**src/rtl/spi_clkgen.sv**
```systemverilog
// SPI serial-clock and chip-select sequencer.
// Divides clk_i into SCK with one-cycle edge strobes and frames each transfer with
// NSS setup/hold delays. Optional pause support is compiled in with SPI_CLKGEN_STALL_EN.
module spi_clkgen #(
  parameter int unsigned DIV_WIDTH = 16,
  parameter int unsigned CSS_CYC   = 2,
  parameter int unsigned CSH_CYC   = 2
) (
  input  logic                 clk_i,
  input  logic                 rst_i,
  input  logic                 en_i,
  input  logic                 cpol_i,
  input  logic [DIV_WIDTH-1:0] div_i,
  input  logic                 last_i,
  input  logic                 stall_i,
  output logic                 sck_o,
  output logic                 pos_edge_o,
  output logic                 neg_edge_o,
  output logic                 nss_o,
  output logic                 busy_o,
  output logic                 done_o
);

  // One shared down-counter serves setup, half-period and hold timing.
  localparam int unsigned CssW  = $clog2(CSS_CYC + 1);
  localparam int unsigned CshW  = $clog2(CSH_CYC + 1);
  localparam int unsigned CntW0 = (DIV_WIDTH > CssW) ? DIV_WIDTH : CssW;
  localparam int unsigned CntW  = (CntW0 > CshW) ? CntW0 : CshW;

  localparam logic [CntW-1:0] CssLoad = CntW'(CSS_CYC - 1);
  localparam logic [CntW-1:0] CshLoad = CntW'(CSH_CYC - 1);

  typedef enum logic [1:0] {StIdle, StCsSetup, StRun, StCsHold} state_e;

  state_e                 state_q, state_d;
  logic [CntW-1:0]        cnt_q, cnt_d;
  logic [DIV_WIDTH-1:0]   div_q, div_d;
  logic                   cpol_q, cpol_d;
  logic                   sck_q, sck_d;
  logic                   pos_q, pos_d;
  logic                   neg_q, neg_d;
  logic                   nss_q, nss_d;
  logic                   busy_q, busy_d;
  logic                   done_q, done_d;
  logic                   en_q;
  logic                   stall_q, stall_d;
  logic                   stall_req;
  logic [CntW-1:0]        div_ext;
  logic                   cnt_zero;
  logic                   at_idle_lvl;
  logic                   stop_req;

`ifdef SPI_CLKGEN_STALL_EN
  assign stall_req = stall_i;
`else
  // Pause input is kept on the port but has no effect in this build.
  logic unused_stall;
  assign unused_stall = stall_i;
  assign stall_req    = 1'b0;
`endif

  assign div_ext     = CntW'(div_q);
  assign cnt_zero    = (cnt_q == '0);
  assign at_idle_lvl = (sck_q == cpol_q);
  assign stop_req    = last_i | ~en_i;

  // Next-state, counter and registered-output decode.
  always_comb begin
    state_d = state_q;
    cnt_d   = cnt_q;
    div_d   = div_q;
    cpol_d  = cpol_q;
    sck_d   = sck_q;
    nss_d   = nss_q;
    stall_d = stall_q;
    pos_d   = 1'b0;
    neg_d   = 1'b0;
    done_d  = 1'b0;

    case (state_q)
      StIdle: begin
        sck_d = cpol_i;
        nss_d = 1'b1;
        if (en_i && !en_q) begin
          state_d = StCsSetup;
          div_d   = div_i;
          cpol_d  = cpol_i;
          cnt_d   = CssLoad;
          nss_d   = 1'b0;
        end
      end
      StCsSetup: begin
        if (!en_i) begin
          // Aborted before any SCK edge: go straight to the hold delay.
          state_d = StCsHold;
          cnt_d   = CshLoad;
        end else if (cnt_zero) begin
          state_d = StRun;
          cnt_d   = div_ext;
        end else begin
          cnt_d = cnt_q - CntW'(1);
        end
      end
      StRun: begin
        if (stall_q && stall_req) begin
          // Frozen at the idle level; counter parked at a full half-period.
          cnt_d = div_ext;
          if (stop_req) begin
            state_d = StCsHold;
            cnt_d   = CshLoad;
            stall_d = 1'b0;
          end
        end else begin
          stall_d = 1'b0;
          if (cnt_zero) begin
            if (at_idle_lvl && stop_req) begin
              // Stop only at the idle level so every transfer has whole periods.
              state_d = StCsHold;
              cnt_d   = CshLoad;
            end else if (at_idle_lvl && stall_req) begin
              stall_d = 1'b1;
              cnt_d   = div_ext;
            end else begin
              sck_d = ~sck_q;
              pos_d = ~sck_q;
              neg_d = sck_q;
              cnt_d = div_ext;
            end
          end else begin
            cnt_d = cnt_q - CntW'(1);
          end
        end
      end
      StCsHold: begin
        sck_d = cpol_q;
        if (cnt_zero) begin
          state_d = StIdle;
          nss_d   = 1'b1;
          done_d  = 1'b1;
        end else begin
          cnt_d = cnt_q - CntW'(1);
        end
      end
      default: begin
        state_d = StIdle;
      end
    endcase

    busy_d = (state_d != StIdle);
  end

  // State, counter and output registers.
  always_ff @(posedge clk_i or posedge rst_i) begin
    if (rst_i) begin
      state_q <= StIdle;
      cnt_q   <= '0;
      div_q   <= '0;
      cpol_q  <= 1'b0;
      sck_q   <= 1'b0;
      pos_q   <= 1'b0;
      neg_q   <= 1'b0;
      nss_q   <= 1'b1;
      busy_q  <= 1'b0;
      done_q  <= 1'b0;
      en_q    <= 1'b0;
      stall_q <= 1'b0;
    end else begin
      state_q <= state_d;
      cnt_q   <= cnt_d;
      div_q   <= div_d;
      cpol_q  <= cpol_d;
      sck_q   <= sck_d;
      pos_q   <= pos_d;
      neg_q   <= neg_d;
      nss_q   <= nss_d;
      busy_q  <= busy_d;
      done_q  <= done_d;
      en_q    <= en_i;
      stall_q <= stall_d;
    end
  end

  assign sck_o      = sck_q;
  assign pos_edge_o = pos_q;
  assign neg_edge_o = neg_q;
  assign nss_o      = nss_q;
  assign busy_o     = busy_q;
  assign done_o     = done_q;

endmodule

```
**config.mk**
```make
export PLATFORM = sky130hd
export DESIGN_NAME = spi_clkgen
export DESIGN_NICKNAME = d
export VERILOG_FILES = /design/src/rtl/spi_clkgen.sv
export SDC_FILE = /design/constraint.sdc
export NUM_CORES = 1
export LEC_CHECK = 0
export CORE_ASPECT_RATIO = 1.4
export CORE_MARGIN = 8
export CORE_UTILIZATION = 55
export DETAILED_ROUTE_END_ITERATION = 8
export PLACE_DENSITY_LB_ADDON = 0.08
export SETUP_SLACK_MARGIN = 0.05
export SYNTH_ARGS = -nofsm -noshare
export SYNTH_HDL_FRONTEND = slang
export SYNTH_SLANG_ARGS = --single-unit
```
**constraint.sdc**
```tcl
create_clock -name clk_i -period 3.2 [get_ports clk_i]
set_clock_uncertainty 0.2 [all_clocks]
set_input_delay 0.64 -clock clk_i [delete_from_list [all_inputs] [get_ports clk_i]]
set_output_delay 0.64 -clock clk_i [all_outputs]
set_load 0.05 [all_outputs]
```
Yosys cells after proc, flatten, opt, wreduce, memory -nomap -nowiden
Index checks and enable logic that the tools add are counted.

Flip-flop bits (word level): 42.

Multiplexer cells: 28. Equality and inequality tests: 9. $add $sub $neg: 1. Bitwise logic cells: 3. Reductions and logical operators: 12.

Operators by type and width (count): $mux 16 (6); $pmux 16 s4 (1); $logic_not 16->1 (1); $sub 16x1->16 const B (1); $mux 1 (12); $mux 2 (6); $ne 2x2->1 const B (5); $pmux 2 s4 (1); $reduce_and 2->1 (3); $eq 2x2->1 const B (2); $reduce_bool 2->1 (2); $pmux 1 s3 (1); $reduce_and 3->1 (1); $reduce_bool 3->1 (1); $eq 2x1->1 const B (1); $logic_and 1x1->1 (2); $logic_not 2->1 (1); $not 1->1 (2); $pmux 1 s2 (1); $eq 1x1->1 (1); $logic_not 1->1 (1); $or 1x1->1 (1).

Depth between registers and ports, before layout
Gate-level depths: netlist (run 1).

Depth after elaboration: 7. Mapped depth: 9.

Worst setup path before layout (run 1)
Ideal clock, no wire load.

Path kind: reg2reg. From: register state_q[1]. To: register div_q[0] (netlist: div_ext[0]). Arrival: 2.087 ns. Setup slack: 0.788 ns. Buffers on the path: 3. Clock period less this slack: 2.412 ns. Stages on the path, launching flop included: 8. Data required time: 2.875 ns. Path through: dfrtp_1 inv_1 ha_1 clkbuf_1 and3b_1 clkbuf_1 clkbuf_1 mux2_2.

Longest elaborated chain between the ends: 2.

RTL lines: start: declaration (RTL line 35) `state_e state_q, state_d;`; start signal: assignment (RTL line 155) `state_q <= StIdle;`; start signal: assignment (RTL line 168) `state_q <= state_d;`; $logic_not 2->1 (RTL line 80) `case (state_q)`; $reduce_and 2->1 (no source line); end signal: assignment (RTL line 170) `div_q <= div_d;`; end: declaration (RTL line 37) `logic [DIV_WIDTH-1:0] div_q, div_d;`.

No other way between the ends. A chain may end at the register's enable or synchronous reset.

Final worst setup path (run 1)
From: register cnt_q[0]. To: register busy_q (netlist: busy_o).

Longest elaborated chain between the ends: 5. Elaborated cells between the ends (all ways): 7. Those cells by class: mux (5); reduce/logical (2).

RTL lines: start: declaration (RTL line 36) `logic [CntW-1:0] cnt_q, cnt_d;`; start signal: assignment (RTL line 169) `cnt_q <= cnt_d;`; $logic_not 16->1 (*) (RTL line 63) `assign cnt_zero = (cnt_q == '0);`; $mux 2 (RTL line 97) `end else if (cnt_zero) begin`; $mux 2 (RTL line 93) `if (!en_i) begin`; $pmux 2 s4 (*) (RTL line 80); net state_d[0] (RTL line 35); $reduce_bool 2->1 (*) (RTL line 149) `busy_d = (state_d != StIdle);`; net busy_d (RTL line 43) `logic busy_q, busy_d;`; end signal: assignment (RTL line 176) `busy_q <= busy_d;`; end: declaration (RTL line 43).

The timed path passes the listed nets; every way through them passes the cells marked *.

==> results.cfg, run 1 <==
[power_and_ir_drop]
seq_power_share_pct = 30.8
finalPower_w = 0.00313
leakage_nw = 1.18
p_per_area_nw_per_um2 = 1130
peakVddDrop_mv = 0.622
combPwrFrac_pct = 58.8
power.switching_w = 0.00143
p_sw_share_pct = 45.6
pwr-share-clk_pct = 10.3
p_int_w = 0.00170

[logic_synthesis]
synth_area_um2 = 2320
synthFlopType = dfrtp_1
yosys_warnings = 0
postSynthCellCount = 231
ys_ff_latch = 42
synth_cell_type_count = 49
async_reset_ff_share_pct = 100
synth_area_leaders = dfrtp_1, mux2_2, ha_1, nor3_1, o211ai_1
synth.top_cell.area_share_pct = 44.2
postSynthAreaPerCell_um2 = 10.1
ys_seq_area_share_pct = 45.3
yosysTopAreaCell = dfrtp_1
synth_enable_flop_cells = 0
syn_nets = 259

[hold_path]
hold_end = cnt_q[11]$_DFFE_PP0P_
hold_path_depth = 1
hold_path.class = flip-flop to flip-flop
hold_start = div_ext[11]$_DFFE_PP0P_

[grt]
grt_pass1_vias = 2022
grtUsageTotal_pct = 17.8
globalRouteOverflowTotal = 0
grt_first_pass_wirelength_um = 9360
antenna_found_initial = 0
grt_max_degree = 43

[worst_setup_path]
worstPathCellList = inv_1, ha_1, or4b_1, nor4_4, buf_4, o21a_1, o2bb2ai_1, a211o_1
worst_path_largest_cell_delay_ns = 0.53
crit_start = cnt_q[0]$_DFFE_PP0P_
cp-end-kind = flip-flop
worstPathArrival_ns = 2.68
r2r-end = busy_o$_DFF_PP0_
ff2ff_path_depth = 8
ff2ff_setup_slack_ns = 0.51
critPathTopFamily = simple AND/OR/NAND/NOR gates
timing.rr.start = cnt_q[0]$_DFFE_PP0P_
path_buf_inv = 2
cp-start-kind = flip-flop
crit_slowest_cell = or4b_1
crit_fanout = 6
cp.required_ns = 3.18
path_class = flip-flop to flip-flop

[clock_network]
root_buffer = clkbuf_8
clkTransAtPathRegs_ns = 0.08
cts.hold.buffers_added = 0
numCtsBuffers = 5
clk_path_buf_depth = 2
clock_latency_ns = 0.30
cts_sinks = 42
postCtsSetupRepairBufs = 0
h-tree-depth = 2
post_cts_resized = 0
tritoncts = done

[final_layout]
area_growth_pct = 18.9
final_common_cell = dfrtp_1
final_cell_mix = dfrtp_1, clkdlybuf4s50_1, mux2_2
fin_nets = 292
layout.cells.non_filler = 310
diodes = 0
drive_gt1_share_pct = 16.2

[detailed_routing]
drt_iter0_drc = 214
avgRoutedWirePerCell_um = 17.7
dr.pass1.iters = 4
vias = 1944
wl_um = 5470
viasPerCell = 6.27
drc = 0
drtAntennaViolNets = 0

[sta]
timing.fmax_ghz = 0.371
fin_tns_setup_ns = 0
max_slew_margin_pct = 61.1
layout_min_cycle_time_ns = 2.69
worstMarginPinSlew_ns = 0.579
fin_crit_sh_pct = 84.2
final_hold_viol_count = 0
slew_violations = 0
rsz0062_at_grt = false
setup_viol = 0

[floorplanning]
design.core.area_um2 = 4130
start_util_pct = 56.2
pin_count = 28
rows = 28
die_height_um = 92.9
die_area_um2 = 6590
die_width_um = 70.9

[placement]
gp_congestion = 0.890
hpwl_um = 4040
placedCellCount = 302
io_buffers = 26

[outcome]
outcome = finished clean

[run]
cap_violations = 0
[cells by family (layout without fill, tap and decap cells)]
kind of cell             count (synthesis)  count (layout)  share of synthesized area [%]
adder cells (fa/ha/maj)                  6               6                           3.23
buffers and inverters                   18              52                           3.07
AO/OA/AOI/OAI                           59              59                           17.6
XOR/XNOR                                 2               2                          0.754
flip-flops                              42              42                           45.3
AND/OR/NAND/NOR                         87              87                           21.8
multiplexers                            17              17                           8.24
[layout make-up]
type | count | area [um^2]
fillers | 361 | 1370
multi-input cells | 171 | 1200
flip-flops and latches | 42 | 1050
repair buffers | 38 | 350
clock buffers | 8 | 80.1
well taps | 45 | 56.3
inverters | 6 | 22.5
[stage by stage]
| stage | setup WS, ns | cell area, um^2 | hold slack, ns | utilization, % |
|---|---|---|---|---|
| after floorplan | 0.788 | 2320 | 0.255 | - |
| after global placement | 0.451 | 2680 | 0.267 | 64.8 |
| after detailed placement | 0.510 | 2680 | 0.278 | 64.8 |
| after CTS | 0.530 | 2760 | 0.280 | 66.8 |
| after global routing | 0.349 | 2760 | 0.309 | 66.8 |
| final | 0.506 | 2760 | 0.279 | 66.8 |
[synth_stat cells (4+ instances only)]
library cell	n
a211o_1	4
a21oi_1	8
a31oi_1	4
clkbuf_1	9
dfrtp_1	41
ha_1	6
inv_1	6
mux2_2	17
nand2_1	11
nand3_1	10
nand4_1	5
nor2_1	12
nor2b_1	4
nor3_1	15
nor4_1	4
o211ai_1	7
o21ai_0	6
o21ai_1	4
o31ai_1	4
or3_1	4
or4_1	4
[how the worst max path moves through the flow]
stage | end | cells after the start
6_report | busy_o$_DFF_PP0_ | 8
3_3_place_gp | cnt_q[3]$_DFFE_PP0P_ | 7
3_5_place_dp | cnt_q[5]$_DFFE_PP0P_ | 7
5_1_grt | busy_o$_DFF_PP0_ | 8
4_1_cts | busy_o$_DFF_PP0_ | 8
2_1_floorplan | div_ext[0]$_DFFE_PP0P_ | 7
[layer usage]
metal  wire [um]  up-vias  GRT usage (%)
met1        2250      951           20.1
met3         225       10           3.89
met4         110        0           10.5
met2        2890       42           30.2
met5           0        -              0
li1            -      941              -
[power by group through the flow]
stage / clock, W / sequential [W] / combinational (W)
final: 0.000323 / 0.000964 / 0.00184
after global placement: 0 / 0.000957 / 0.00179
after floorplan: 0 / 0.000985 / 0.00128
after global routing: 0.000347 / 0.00100 / 0.00203
after CTS: 0.000336 / 0.000961 / 0.00183
after detailed placement: 0 / 0.000970 / 0.00182
(Power assumes the default switching activity.)
==> inputs of run 2 (changes only) <==
--- a/config.mk
+++ b/config.mk
@@ -7,7 +7,7 @@
 export LEC_CHECK = 0
 export CORE_ASPECT_RATIO = 1.4
 export CORE_MARGIN = 8
-export CORE_UTILIZATION = 55
+export CORE_UTILIZATION = 50
 export DETAILED_ROUTE_END_ITERATION = 8
 export PLACE_DENSITY_LB_ADDON = 0.08
 export SETUP_SLACK_MARGIN = 0.05
==> constraint.sdc (replaced) <==
create_clock -name clk_i -period 2.3 [get_ports clk_i]
set_clock_uncertainty 0.2 [all_clocks]
set_input_delay 0.46 -clock clk_i [delete_from_list [all_inputs] [get_ports clk_i]]
set_output_delay 0.46 -clock clk_i [all_outputs]
set_load 0.05 [all_outputs]
==> results.cfg, run 2 (same netlist as run 1, synthesis figures left out) <==
[worst_setup_path]
critPathTopFamily = simple AND/OR/NAND/NOR gates
worstPathCellList = or4_4, or3_4, or4_1, a32oi_1, a21o_1
r2r-end = cnt_q[15]$_DFFE_PP0P_
worst_path_largest_cell_delay_ns = 0.58
cp.required_ns = 2.34
path_depth = 5
ff2ff_path_depth = 5
cp-start-kind = flip-flop
crit_fanout = 3
ff2ff_setup_slack_ns = -0.13
cp-end-kind = flip-flop
crit_slowest_cell = or4_4
path_buf_inv = 0
worstPathArrival_ns = 2.46
path_class = flip-flop to flip-flop
timing.rr.start = cnt_q[9]$_DFFE_PP0P_

[sta]
max_slew_margin_pct = 66.6
layout_min_cycle_time_ns = 2.43
slew_violations = 0
timing.fmax_ghz = 0.412
worstMarginPinSlew_ns = 0.500
fin_tns_setup_ns = -1.21
setup_viol = 17
rsz0062_at_grt = true
setup_slack_ns = -0.125
fin_crit_sh_pct = 105
final_hold_viol_count = 0

[final_layout]
final_cell_mix = buf_4, dfrtp_1, clkdlybuf4s50_1
register_area_um2 = 1050
multiInputGateArea_um2 = 1350
fin_nets = 340
drive_gt1_share_pct = 37.7
diodes = 0
area_growth_pct = 44.5
final_common_cell = buf_4
nFillCells = 347
layout.cells.non_filler = 375
fin_util_pct = 74.6

[clock_network]
clkTransAtPathRegs_ns = 0.08
cts_sinks = 42
cts.hold.buffers_added = 0
tritoncts = done
clk_path_buf_depth = 2
clock_latency_ns = 0.30
h-tree-depth = 2
numCtsBuffers = 5
root_buffer = clkbuf_8

[placement]
io_buffers = 26
placedCellCount = 357
hpwl_um = 4760
gp_congestion = 0.890

[detailed_routing]
wl_um = 6660
drt_iter0_drc = 118
viasPerCell = 5.90
avgRoutedWirePerCell_um = 17.8
drtAntennaViolNets = 0
drc = 0
vias = 2213
dr.pass1.iters = 4

[outcome]
outcome = complete, but fails checks
violations = setup timing

[floorplanning]
pin_count = 28
design.core.area_um2 = 4500
die_area_um2 = 7110
die_width_um = 73.6
die_height_um = 96.6
start_util_pct = 51.6
rows = 29

[grt]
grt_pass1_vias = 2320
grtUsageTotal_pct = 18.7
grt_max_degree = 19
grt_first_pass_wirelength_um = 10700
antenna_found_initial = 0
globalRouteOverflowTotal = 0

[hold_path]
hold_path.class = input port to async pin

[power_and_ir_drop]
p_per_area_nw_per_um2 = 1700
leakage_nw = 1.47
peakVddDrop_mv = 1.10

[run]
cap_violations = 0
-- run 2: layout make-up --
class | count | share of cell area [%]
Clock buffer | 7 | 2.27
Clock inverter | 1 | 0.895
Inverter | 6 | 0.671
Multi-Input combinational cell | 172 | 40.1
Sequential cell | 42 | 31.4
Tap cell | 62 | 2.31
Timing Repair Buffer | 85 | 22.4
-- run 2: repair_timing --
item                       in CTS  in global routing
gates cloned                    0                  1
setup buffers                   6                  3
resized for setup              18                 17
setup endpoints to repair      19                 21
pin swaps                      12                 11
-- run 2: stage by stage --
stage               area [um^2]  setup WS, ns  power (W)  hold WS [ns]
floorplan                  2350       -0.0311    0.00324         0.255
global placement           3030        -0.134    0.00442         0.275
detailed placement         3030        -0.195    0.00450         0.277
CTS                        3260        -0.105    0.00543         0.268
global route               3360        -0.230    0.00608         0.304
finish                     3360        -0.125    0.00572         0.257
-- run 2: layer usage --
metal  part of all wire, %  vias to the layer above  global-route usage (%)
met5                     0                        -                       0
met4                   4.3                        0                    9.27
met3                   3.3                       25                    3.72
met2                    54                       54                    33.2
met1                    39                     1094                    19.7
li1                      -                     1040                       -
-- run 2: how the worst max path moves through the flow --
stage	startpoint	to	slack, ns
2_1_floorplan	cnt_q[8]$_DFFE_PP0P_	cnt_q[15]$_DFFE_PP0P_	-0.03
3_3_place_gp	en_i	cnt_q[1]$_DFFE_PP0P_	-0.13
3_5_place_dp	cnt_q[1]$_DFFE_PP0P_	cnt_q[6]$_DFFE_PP0P_	-0.19
4_1_cts	cnt_q[10]$_DFFE_PP0P_	cnt_q[15]$_DFFE_PP0P_	-0.10
5_1_grt	cnt_q[0]$_DFFE_PP0P_	cnt_q[6]$_DFFE_PP0P_	-0.23
6_report	cnt_q[9]$_DFFE_PP0P_	cnt_q[15]$_DFFE_PP0P_	-0.13
-- run 2: power breakdown --
group          internal [W]  total, W  switching (W)  leakage [nW]
logic               0.00188   0.00384        0.00197         0.891
registers           0.00106   0.00129       0.000231         0.530
clock network      0.000325  0.000582       0.000257        0.0524
total               0.00326   0.00572        0.00245          1.47
